--- config.mk ---
export PLATFORM = sky130hd
export DESIGN_NAME = key_debounce_4
export DESIGN_NICKNAME = d
export VERILOG_FILES = /design/src/rtl/key_debounce_4_pkg.sv /design/src/rtl/key_debounce_4_filter_ch.sv /design/src/rtl/key_debounce_4.sv
export SDC_FILE = /design/constraint.sdc
export NUM_CORES = 1
export LEC_CHECK = 0
export ABC_AREA = 1
export ABC_CLOCK_PERIOD_IN_PS = 1600
export CORE_ASPECT_RATIO = 1.75
export CORE_MARGIN = 2
export CORE_UTILIZATION = 45
export CTS_CLUSTER_DIAMETER = 120
export DETAILED_ROUTE_END_ITERATION = 6
export DONT_BUFFER_PORTS = 1
export SLEW_MARGIN = 10
export SYNTH_ARGS = -nofsm -noshare
export SYNTH_HDL_FRONTEND = slang
export SYNTH_SLANG_ARGS = --single-unit
--- constraint.sdc ---
create_clock -name clk -period 1.6 [get_ports clk]
set_input_delay 0.32 -clock clk [delete_from_list [all_inputs] [get_ports clk]]
set_output_delay 0.32 -clock clk [all_outputs]
set_load 0.03 [all_outputs]
--- src/rtl/key_debounce_4_pkg.sv ---
// Shared constants for the four-channel key debouncer: FSM encoding and
// the default filter length for a 50 MHz clock.
package key_debounce_4_pkg;

   localparam logic [1:0] ST_UP      = 2'd0;
   localparam logic [1:0] ST_FILT_DN = 2'd1;
   localparam logic [1:0] ST_DOWN    = 2'd2;
   localparam logic [1:0] ST_FILT_UP = 2'd3;

   // 20 ms of stable level at 50 MHz
   localparam int DEB_CYCLES_DEFAULT = 1000000;

endpackage

--- src/rtl/key_debounce_4_filter_ch.sv ---
// Single-key conditioner: synchroniser, stability counter and up/down FSM
// producing a debounced level plus a one-cycle change strobe.
module key_filter_ch
   import key_debounce_4_pkg::*;
#(
   parameter int DEB_CYCLES  = DEB_CYCLES_DEFAULT,
   parameter int SYNC_STAGES = 2
) (
   input  logic i_clk,
   input  logic i_rst,
   input  logic i_key,
   output logic o_value,
   output logic o_flag
);

   localparam int CW = (DEB_CYCLES > 2) ? $clog2(DEB_CYCLES) : 1;
   localparam logic [CW-1:0] CNT_MAX = CW'(DEB_CYCLES - 1);

   logic [SYNC_STAGES-1:0] r_sync;
   logic [1:0]             r_state;
   logic [CW-1:0]          r_cnt;
   logic                   r_value;
   logic                   r_flag;
   logic                   w_s;

   assign w_s     = r_sync[SYNC_STAGES-1];
   assign o_value = r_value;
   assign o_flag  = r_flag;

   always_ff @(posedge i_clk) begin
      if (i_rst) begin
         r_sync  <= '1;
         r_state <= ST_UP;
         r_cnt   <= '0;
         r_value <= 1'b1;
         r_flag  <= 1'b0;
      end else begin
         r_sync <= {r_sync[SYNC_STAGES-2:0], i_key};
         r_flag <= 1'b0;
         case (r_state)
            ST_UP: begin
               if (!w_s) begin
                  r_state <= ST_FILT_DN;
                  r_cnt   <= '0;
               end
            end
            ST_FILT_DN: begin
               // any high sample is a bounce: drop back and requalify later
               if (w_s) begin
                  r_state <= ST_UP;
               end else if (r_cnt == CNT_MAX) begin
                  r_state <= ST_DOWN;
                  r_value <= 1'b0;
                  r_flag  <= 1'b1;
               end else begin
                  r_cnt <= r_cnt + 1'b1;
               end
            end
            ST_DOWN: begin
               if (w_s) begin
                  r_state <= ST_FILT_UP;
                  r_cnt   <= '0;
               end
            end
            default: begin
               if (!w_s) begin
                  r_state <= ST_DOWN;
               end else if (r_cnt == CNT_MAX) begin
                  r_state <= ST_UP;
                  r_value <= 1'b1;
                  r_flag  <= 1'b1;
               end else begin
                  r_cnt <= r_cnt + 1'b1;
               end
            end
         endcase
      end
   end

endmodule

--- src/rtl/key_debounce_4.sv ---
// Four independent key conditioners; this level only fans the pins out
// to the per-channel filters and flattens their outputs.
module key_debounce_4
   import key_debounce_4_pkg::*;
#(
   parameter int DEB_CYCLES  = DEB_CYCLES_DEFAULT,
   parameter int SYNC_STAGES = 2
) (
   input  logic       clk,
   input  logic       rst,
   input  logic [3:0] key_in,
   output logic       key_value0,
   output logic       key_flag0,
   output logic       key_value1,
   output logic       key_flag1,
   output logic       key_value2,
   output logic       key_flag2,
   output logic       key_value3,
   output logic       key_flag3
);

   logic [3:0] w_value;
   logic [3:0] w_flag;

   for (genvar g = 0; g < 4; g++) begin : g_ch
      key_filter_ch #(
         .DEB_CYCLES (DEB_CYCLES),
         .SYNC_STAGES(SYNC_STAGES)
      ) u_ch (
         .i_clk  (clk),
         .i_rst  (rst),
         .i_key  (key_in[g]),
         .o_value(w_value[g]),
         .o_flag (w_flag[g])
      );
   end

   assign key_value0 = w_value[0];
   assign key_value1 = w_value[1];
   assign key_value2 = w_value[2];
   assign key_value3 = w_value[3];
   assign key_flag0  = w_flag[0];
   assign key_flag1  = w_flag[1];
   assign key_flag2  = w_flag[2];
   assign key_flag3  = w_flag[3];

endmodule

# After elaboration in Yosys (flattened, before gate mapping)

Index checks and enable logic that the tools add are counted.

Bitwise gates (word level): 4
Multiplexer cells: 88
Reductions and logical operators: 28
Add/sub/neg operators: 4
Equality and inequality tests: 32

Operators by type and width:

| kind                                                             | number |
|---|---|
| 20-bit two-way mux                                               | 20 |
| 20-bit case mux with 3 select lines                              | 4 |
| 20-bit by 1-bit adder with 20-bit output (second input constant) | 4 |
| 20-bit == test (second input constant)                           | 4 |
| 2-bit two-way mux                                                | 24 |
| 4-bit AND reduction                                              | 12 |
| 1-bit two-way mux                                                | 28 |
| 2-bit case mux with 3 select lines                               | 4 |
| 2-bit != test (second input constant)                            | 8 |
| 4-bit != test (second input constant)                            | 4 |
| 1-bit case mux with 2 select lines                               | 8 |
| 3-bit by 1-bit != test with 1-bit output (second input constant) | 4 |
| 3-bit nonzero test                                               | 4 |
| 2-bit by 1-bit == test with 1-bit output (second input constant) | 4 |
| 2-bit == test (second input constant)                            | 4 |
| 2-bit logical NOT                                                | 4 |
| 2-bit by 1-bit != test with 1-bit output (second input constant) | 4 |
| 2-bit nonzero test                                               | 4 |
| 2-bit OR reduction                                               | 4 |
| 1-bit NOT                                                        | 4 |

Output and inout port bits: 8
Bits in registers: 104

# Logic depth before layout (Yosys ltp)

Depth after elaboration: 4
Mapped depth: 12
Mapped depth without buffers: 11

# Hierarchy

From an unflattened synthesis, not the netlist that was laid out.

Cells, all modules: 1068
Area, all modules: 6914.1 sq um

Modules (own cells, without submodules):

| module                           | seq. area each (sq um) | area each (sq um) | instances | cells an instance |
|---|---|---|---|---|
| key_filter_ch (g_ch[0].u_ch ...) | 520.5                  | 1764.2            | 2         | 266 |
| key_filter_ch (g_ch[3].u_ch)     | 520.5                  | 1722.9            | 1         | 267 |
| key_filter_ch (g_ch[1].u_ch)     | 520.5                  | 1662.8            | 1         | 269 |

# Worst setup path before layout

OpenSTA, ideal clock, no wires.

Kind: register to register
From: reg g_ch[3].u_ch.r_state[0]
To: reg g_ch[3].u_ch.r_cnt[0]
Cell stages (with the launch flop): 10
Setup slack: -0.153 ns
Required time: 1.484 ns
Arrival: 1.638 ns
Path buffers: 1
Cell sequence: dfxtp_1 -> inv_1 -> ha_1 -> nor2_1 -> nand4_4 -> nand2_4 -> inv_2 -> buf_6 -> nor2_1 -> nor2_1

Word-level cells in the longest chain between the ends: 3
Elaborated cells on any way between the ends: 9
Classes of those cells: eq/ne (5); mux (1); reduce/logical (3)

RTL lines:

| what                                                                   | RTL line                       | RTL |
|---|---|---|
| from (decl)                                                            | key_debounce_4_filter_ch.sv:20 | `logic [1:0] r_state;` |
| from (signal assigned)                                                 | key_debounce_4_filter_ch.sv:33 | `r_state <= ST_UP;` |
| from (signal assigned)                                                 | key_debounce_4_filter_ch.sv:43 | `r_state <= ST_FILT_DN;` |
| from (signal assigned)                                                 | key_debounce_4_filter_ch.sv:50 | `r_state <= ST_UP;` |
| 2-bit by 1-bit == test with 1-bit output, or another cell as far along | key_debounce_4_filter_ch.sv:40 | `case (r_state)` |
| 2-bit != test (no line), or another cell as far along                  | n/a                            |  |
| 4-bit AND reduction (no line)                                          | n/a                            |  |
| to (signal assigned)                                                   | key_debounce_4_filter_ch.sv:56 | `r_cnt <= r_cnt + 1'b1;` |
| to (signal assigned)                                                   | key_debounce_4_filter_ch.sv:73 | `r_cnt <= r_cnt + 1'b1;` |
| to (decl)                                                              | key_debounce_4_filter_ch.sv:21 | `logic [CW-1:0] r_cnt;` |

Parallel ways exist; a longest one is shown, timed or not.
A chain may end at the register's enable or synchronous reset.

# Final worst setup path

From: reg g_ch[0].u_ch.r_state[0]
To: reg g_ch[0].u_ch.r_cnt[1]

Word-level cells in the longest chain between the ends: 3
Elaborated cells on any way between the ends: 9
Classes of those cells: eq/ne (5); mux (1); reduce/logical (3)

RTL lines:

| what                                                                             | RTL line |
|---|---|
| from (decl)                                                                      | key_debounce_4_filter_ch.sv:20 |
| from (signal assigned)                                                           | key_debounce_4_filter_ch.sv:33 |
| from (signal assigned)                                                           | key_debounce_4_filter_ch.sv:43 |
| from (signal assigned)                                                           | key_debounce_4_filter_ch.sv:50 |
| 2-bit == test, or another cell as far along                                      | key_debounce_4_filter_ch.sv:40 |
| 2-bit by 1-bit != test with 1-bit output (no line), or another cell as far along | n/a |
| 4-bit AND reduction (no line)                                                    | n/a |
| to (signal assigned)                                                             | key_debounce_4_filter_ch.sv:56 |
| to (signal assigned)                                                             | key_debounce_4_filter_ch.sv:73 |
| to (decl)                                                                        | key_debounce_4_filter_ch.sv:21 |

Parallel ways exist; a longest one is shown, timed or not.

==> results.ini <==
[outcome]
status=finished, violations left
violations=negative setup slack

[routing]
via_per_inst=5.111
drt_first_pass_iters=4
drt_iter0_markers=238
drc_errors=0
ant_nets=0
vias=6797
drt-total-wl_um=17560
wl_per_cell_um=13.20

[finish]
fin_cells=1330
drive_above_1_share_pct=34.81
area_delta_synth_final_pct=41.62
final_nets=1173

[placed_design]
post-dp-hpwl_um=11880
gp_congestion=0.8651
pre_cts_ws_ps=-115.5
dp.cells=1291
port-buffer-count=0

[clock_network]
clockBufferDepth=2
clk_pin_slew_ps=80
clock-sinks=104
htree_levels=3
cts_buffers=9
root_buffer=clkbuf_16
clkLatencyLatePin_ps=350
postCtsHoldBufs=0
cts_tree=done

[global_routing]
grt_pass1_vias=6472
use_met2_pct=42.53
grt_pass1_wl_um=28190
met1_usage_pct=24.87
grt-busiest-layer=met2
grt.total_usage_pct=22.53
gr-usage-met3_pct=3.125
grt_overflow_total=0
antenna_found_initial=1
grt_max_degree=65

[yosys]
postSynthAreaPerCell_sq_um=6.296
yosysTopAreaCell=dfxtp_1
yosysSeqAreaShare_pct=32.74
syn_area_sq_mm=0.006359
ys_top_cells_by_area=dfxtp_1, nand2_1, nor2_1, inv_1, nand3_1
synth_seq_cells=104
synth_top_cell_area_share_pct=32.74
syn-num-nets=1036
syn_inst=1010
ys_warn_count=0
ys_types=36

[power]
p_leak_nw=3.600
intPower_mw=3.910
power_frac_clock_pct=41.5
power_frac_comb_pct=8.6
switchingPower_mw=1.336
p_sw_share_pct=25.47
peakVddDrop_v=0.0004605
powerDensity_mw_per_mm2=582.5
power_frac_seq_pct=49.9

[timing]
finalCriticalPeriod_ps=1652
drv_slew=0
clock.fmax_mhz=605.3
fin_ws_ps=-52.19
relSlewSlack_pct=70.15
rsz0062_at_grt=true
tightest_slew_ps=444.3
finClkSkew_ps=13.93
min_period_over_period_pct=103.3
hold_violations=0
finalSetupViolCount=29
whs_ps=30.02

[floorplan]
fp.dieH_um=161.3
ios=14
rows=57
die_area_sq_mm=0.01513
start_util_pct=45.96
dieWidth_um=93.86
core_sq_mm=0.01384

[setup_path]
crit_fanout=7
critPathTopFamily=simple AND/OR/NAND/NOR gates
ff2ff_path_depth=10
cpMaxStageDelayCell=dfxtp_4
max_stage_delay_ps=390
cp-end-kind=flop
cp_num_buf_inv=3
cp_cell_sequence=clkinvlp_4 > ha_4 > nand2_1 > nand2_2 > nor3_4 > nand3_2 > inv_2 > buf_12 > nand2_4 > a21oi_2
cp.depth=10
startpoint_type=flop
critPathArrivalTime_ps=1930
ff2ff_setup_slack_ps=-50
cp.required_ps=1870
critPathKind=reg2reg

[hold_path]
hold_depth=1
min_path_type=in2reg

[job]
drv_cap=0

## synth_stat cells
cell,number
nand2_4,3
nor2_2,3
nand2_2,3
inv_2,9
clkinv_1,1
a21boi_0,2
inv_1,110
xor2_1,21
nor3b_1,3
and2_1,1
nand3b_1,7
buf_2,5
or2_2,8
o21bai_1,2
nand4_2,2
o21ai_1,2
a21oi_1,65
nand4_1,24
clkbuf_1,9
nor3_4,3
buf_6,3
nor3_1,27
nor2_1,161
o21a_1,2
nand2_1,292
nor4_1,1
buf_4,3
a21oi_2,1
nand3_1,80
nand3_2,1
dfxtp_1,104
xnor2_1,2
nor2_4,4
ha_1,20
nand4_4,1
o21ai_0,25
## per-layer routing
metal,share of wire [%],up-vias
met3,1.9,43
met2,56,89
met5,0,-
met1,40,3172
li1,-,3493
met4,2.6,0
## state kept, by name, indices dropped and copies added, names as in the netlist, named ones only
name / count
g_ch.u_ch.r_sync: 8
g_ch.u_ch.o_value: 4
g_ch.u_ch.r_cnt: 80
g_ch.u_ch.r_state: 4
g_ch.u_ch.o_flag: 4
## cells by family (layout without fill, tap and decap cells)
family / count (synthesis) / count (layout) / share of synthesized area, %
AO/OA/AOI/OAI: 99 / 99 / 8.087
other: 0 / 1 / 0
AND/OR/NAND/NOR: 624 / 625 / 43.17
buffers and inverters: 140 / 281 / 8.894
XOR/XNOR: 23 / 23 / 3.168
flip-flops: 104 / 104 / 32.74
adder cells (fa/ha/maj): 20 / 20 / 3.935
## cell usage in the layout (no fill, tap or decap), types with 21 or more instances in the layout
master / instances
a21oi_1: 38
a21oi_2: 27
buf_4: 120
dfxtp_1: 84
inv_1: 91
nand2_1: 244
nand2_2: 36
nand3_1: 59
nand4_1: 24
nor2_1: 131
nor2_2: 25
nor3_1: 25
xor2_1: 21
## final timing paths
check / from / endpoint
max: g_ch[0].u_ch.r_state[0] / g_ch[0].u_ch.r_cnt[1]
min: rst / g_ch[2].u_ch.r_cnt[1]
min reg2reg: g_ch[0].u_ch.r_sync[0] / g_ch[0].u_ch.r_sync[1]
max reg2reg: g_ch[0].u_ch.r_state[0] / g_ch[0].u_ch.r_cnt[1]
## worst reg2reg max path, delay by kind of cell, from the launching register on
| family | cells | cell delay, ps |
|---|---|---|
| flops | 1 | 390 |
| compound gates | 1 | 120 |
| buf+inv | 3 | 370 |
| fa+ha+maj | 1 | 210 |
| simple gates | 5 | 510 |
## power groups by stage
stage               Clock, mW  Combinational, mW  Sequential, mW
floorplan                   0              0.210            2.68
global placement            0              0.315            2.68
detailed placement          0              0.317            2.68
CTS                      2.21              0.349            2.62
global route             2.34              0.491            2.62
finish                   2.18              0.453            2.62
## cell type report
type,count,area [sq um]
tap,177,221.5
multi-input combinational,767,4609
clock inverter,5,38.79
fill,1272,4831
clock buffer,11,242.7
sequential,104,2127
inverter,120,509.2
timing repair buffer,145,1254
antenna,1,2.502
## timing repair
| action | in CTS | in global routing |
|---|---|---|
| resized for setup | 65 | 241 |
| pin swaps | 18 | 65 |
| buffers inserted | 3 | 14 |
| setup endpoints to repair | 80 | 91 |
| gates cloned | 2 | 3 |
## stage by stage
stage,total power [mW],cell area (sq um),TNS (ps),util (%)
4_1_cts,5.181,7994,-166.9,57.78
6_report,5.246,9005,-644.3,65.08
3_3_place_gp,2.995,7483,-2034,54.09
3_5_place_dp,2.997,7483,-2837,54.09
5_1_grt,5.449,9002,-7014,65.07
2_1_floorplan,2.888,6402,0,-
Power figures use the tool's default switching activity.
==> RTL change 1, RTL diff (same settings) <==
Register the outputs `key_value0`, `key_flag0`, `key_value1`, `key_flag1`, `key_value2`, `key_flag2`, `key_value3` and `key_flag3`; this adds one clock of latency there.
--- a/src/rtl/key_debounce_4.sv
+++ b/src/rtl/key_debounce_4.sv
@@ -35,14 +35,16 @@
       );
    end
 
-   assign key_value0 = w_value[0];
-   assign key_value1 = w_value[1];
-   assign key_value2 = w_value[2];
-   assign key_value3 = w_value[3];
-   assign key_flag0  = w_flag[0];
-   assign key_flag1  = w_flag[1];
-   assign key_flag2  = w_flag[2];
-   assign key_flag3  = w_flag[3];
+   always_ff @(posedge clk) begin
+       key_value0 <= w_value[0];
+       key_flag0  <= w_flag[0];
+       key_value1 <= w_value[1];
+       key_flag1  <= w_flag[1];
+       key_value2 <= w_value[2];
+       key_flag2  <= w_flag[2];
+       key_value3 <= w_value[3];
+       key_flag3  <= w_flag[3];
+   end
 
 endmodule
 
Behaviour: not the same (Yosys sat finds a counterexample within 4 cycles, from zero or initial values and one cycle with rst high).
==> RTL change 1 against the unedited design <==
  * Area after synthesis is 4.2% higher
  * Sequential power is 7.6% higher
  * Largest cell class unchanged
  * Clock skew is 0.0024 ns lower
  * Hold slack worse by 0.019 ns
  * Worst setup slack better by 0.031 ns
  * Power is 6.7% higher
  * Sequential cell count is 8 higher
  * Routed wire length is 9.5% higher
  * Critical path type unchanged
  * Cell area is 6.5% higher
  * The run still ends with negative setup slack left
  * Non-clock buffer count is 26 higher
==> RTL change 1: results (changes against the unedited design) <==
status = finished, violations left
failing checks = negative setup slack
M1 WL = 7139 um (+2.1%)
Combinational Power = 0.486 mW (+7.3%)
Non-clock buffer share = 0.1523 (+0.01312)
crit path DAT = 1.91 ns (-0.02 ns)
GPL Wtd Cong = 0.9192 (+6.3%)
Worst Hold Endpoint = g_ch[1].u_ch.r_cnt[8]$_SDFFE_PP0P_
first drt pass iteration count = 5 (+1)
Reg2Reg Depth = 8 (-2)
Final Non-Filler Cells = 1,385 (+4.1%)
sequential cell area fraction in the yosys report = 0.3383 (+0.01087)
setup_tns = -0.1085 ns (+0.5358 ns)
M3 GR Usage = 0.02646 (-0.004790)
placed cell count = 1,333 (+3.3%)
RR Startpoint = g_ch[2].u_ch.r_cnt[1]$_SDFFE_PP0P_
most frequent cells after synthesis = 301 x nand2_1, 157 x nor2_1, 119 x inv_1, 112 x dfxtp_1, 83 x nand3_1
syn_nets = 1,060 (+2.3%)
clock network power share = 0.409 (-0.006)
synthesis-to-layout area growth = 44.74%
Non-CTS buffers = 171 (+18%)
dpl hpwl = 13,390 um (+13%)
setup ws final = -0.02081 ns (+0.03139 ns)
Adder-Cell Fraction of Synth Area = 0.03776 (-0.001597)
met2 Use GR = 0.4695 (+0.04416)
first-pass GRT wire length = 29,940 um (+6.2%)
layout cells sized above 1 = 0.3751 (+0.02701)
NumNets Final = 1,226 (+4.5%)
# diodes = 0 (-1)
Num Clock Sinks = 112 (+7.7%)
total number of vias = 7,049 (+3.7%)
Crit path largest cell delay = 0.37 ns (-0.02 ns)
Max-slew headroom = 0.7071 (+0.005617)
met3 routed WL = 358 um (+9.8%)
internal power = 4.142 mW (+5.9%)
peak supply drop = 0.3929 mV (-15%)
met2 wire len = 11,010 um (+13%)
Layout fillers = 1,250 (-1.7%)
largest cells by area after synthesis = dfxtp_1 34%, nand2_1 17%, nor2_1 8.9%
Avg Inst Size Synth = 6.410 um2 (+1.8%)
num tapcells = 180 (+1.7%)
register area = 2295 um2 (+7.9%)
Final setup violation count = 12 (-59%)
-- RTL change 1: cell count changes after synthesis, moves of 4 or more --
cell / before / now
nand4_1: 24 / 32
nor2_1: 161 / 157
nor3_1: 27 / 20
dfxtp_1: 104 / 112
inv_1: 110 / 119
o21ai_0: 25 / 20
buf_2: 5 / 1
nand2_1: 292 / 301
-- RTL change 1: per-stage QoR --
step | worst slack, ns | hold WS (ns)
final | -0.02081 | 0.01069
after global routing | -0.1205 | 0.007984
after CTS | -0.02114 | 0.006086
after detailed placement | -0.1941 | 0.3171
after global placement | -0.1374 | 0.3113
after floorplan | -0.04984 | 0.3096
-- RTL change 1: repair_timing --
| action | in CTS | in global routing |
|---|---|---|
| resized for setup | 83 | 252 |
| endpoints found under the setup margin | 75 | 90 |
| pin swaps | 19 | 102 |
| cloned | 1 | 2 |
| setup buffers | 14 | 20 |
==> RTL change 2, RTL diff (same flow settings) <==
Without the edit above. The package constant `DEB_CYCLES_DEFAULT` goes from 1000000 to 250000.
--- a/src/rtl/key_debounce_4_pkg.sv
+++ b/src/rtl/key_debounce_4_pkg.sv
@@ -8,7 +8,7 @@
    localparam logic [1:0] ST_FILT_UP = 2'd3;
 
    // 20 ms of stable level at 50 MHz
-   localparam int DEB_CYCLES_DEFAULT = 1000000;
+   localparam int DEB_CYCLES_DEFAULT = 250000;
 
 endpackage
 
Formal check against the unedited RTL: same outputs for any inputs over 4 cycles, from zero or initial values and one cycle with rst high; that may be too few to reach the edited logic, so the function may still have changed.
==> RTL change 2 against the unedited design <==
  * The flow finishes with violations (design-rule violations, negative setup slack)
  * Sequential cell count is 8 lower
  * Critical path type unchanged
  * Cell area down 6.6%
  * Area after synthesis shrank 4.0%
  * Clock skew down 0.0030 ns
  * Non-clock buffer count fell by 8
  * Routed wire length down 4.5%
  * Combinational power grew 8.8%
  * Power fell by 3.0%
  * Cell count fell by 3.7%
  * Worst setup slack improved by 0.042 ns
==> RTL change 2: results (changes against the unedited design) <==
NumNets Final = 1,128 (-3.8%)
placed cell count = 1,240 (-4.0%)
DR DRC count = 2 (+2)
crit path DAT = 1.90 ns (-0.03 ns)
Final Non-Filler Cells = 1,281 (-3.7%)
Post-Syn Instances = 975 (-3.5%)
Combinational Power = 0.493 mW (+8.8%)
RR Startpoint = g_ch[2].u_ch.r_state[0]$_SDFFE_PP0P_
GPL Wtd Cong = 0.8742 (+1.1%)
first drt pass iteration count = 7 (+3)
Post-CTS Resized = 55 (-15%)
setup ws final = -0.009717 ns (+0.04248 ns)
peak supply drop = 0.5788 mV (+26%)
# diodes = 0 (-1)
M1 WL = 6685 um (-4.4%)
post-synthesis xor/xnor area fraction = 0.02295 (-0.008730)
NetSw = 1.359 mW (+1.7%)
placed cell areas = 7136 um2 (-4.6%)
met3 routed WL = 392 um (+20%)
final clock skew = 0.01091 ns (-0.003013 ns)
Routed wire per std cell = 13.09 um (-0.81%)
status = finished, violations left
pre-CTS WS = -0.1263 ns (-0.01084 ns)
Final setup violation count = 5 (-83%)
Via density = 5.058 (-1.0%)
Layout fillers = 1,251 (-1.7%)
Max-slew headroom = 0.7164 (+0.01492)
met1 usage = 0.2361 (-0.01262)
initial antenna violation count = 0 (-1)
Post-CTS Setup Bufs = 4 (+1)
library cells used by synthesis = 41 (+14%)
failing checks = design-rule violations, negative setup slack
Compound-Gate Fraction of Synth Area = 0.07316 (-0.007718)
Largest regs = g_ch.u_ch.r_cnt (72), g_ch.u_ch.r_sync (8)
[RTL change 2: cell types whose count changed in the layout (fill, tap and decap cells not counted), moves of 12 or more]
cell	delta
nand3_1	+15
buf_4	-18
dfxtp_1	-12
nand2_1	-17
a21oi_2	-13
[RTL change 2: final cells by class]
class                   instances  share of cell area
clock buffers                   9             0.02679
multi-input cells             730              0.5045
repair buffers                137              0.1411
flip-flops and latches         96              0.2337
well taps                     174             0.02590
clock inverters                 7            0.007293
inverters                     128             0.06072
[RTL change 2: final timing paths]
check	depth (start not counted)	slack, ns	endpoint
setup / recovery	10	-0.01	g_ch[2].u_ch.r_cnt[16]$_SDFFE_PP0P_
hold / removal	1	0.01	g_ch[3].u_ch.r_cnt[4]$_SDFFE_PP0P_
setup reg to reg	10	-0.01	g_ch[2].u_ch.r_cnt[16]$_SDFFE_PP0P_
hold reg to reg	1	0.41	g_ch[1].u_ch.r_sync[1]$_SDFF_PP1_
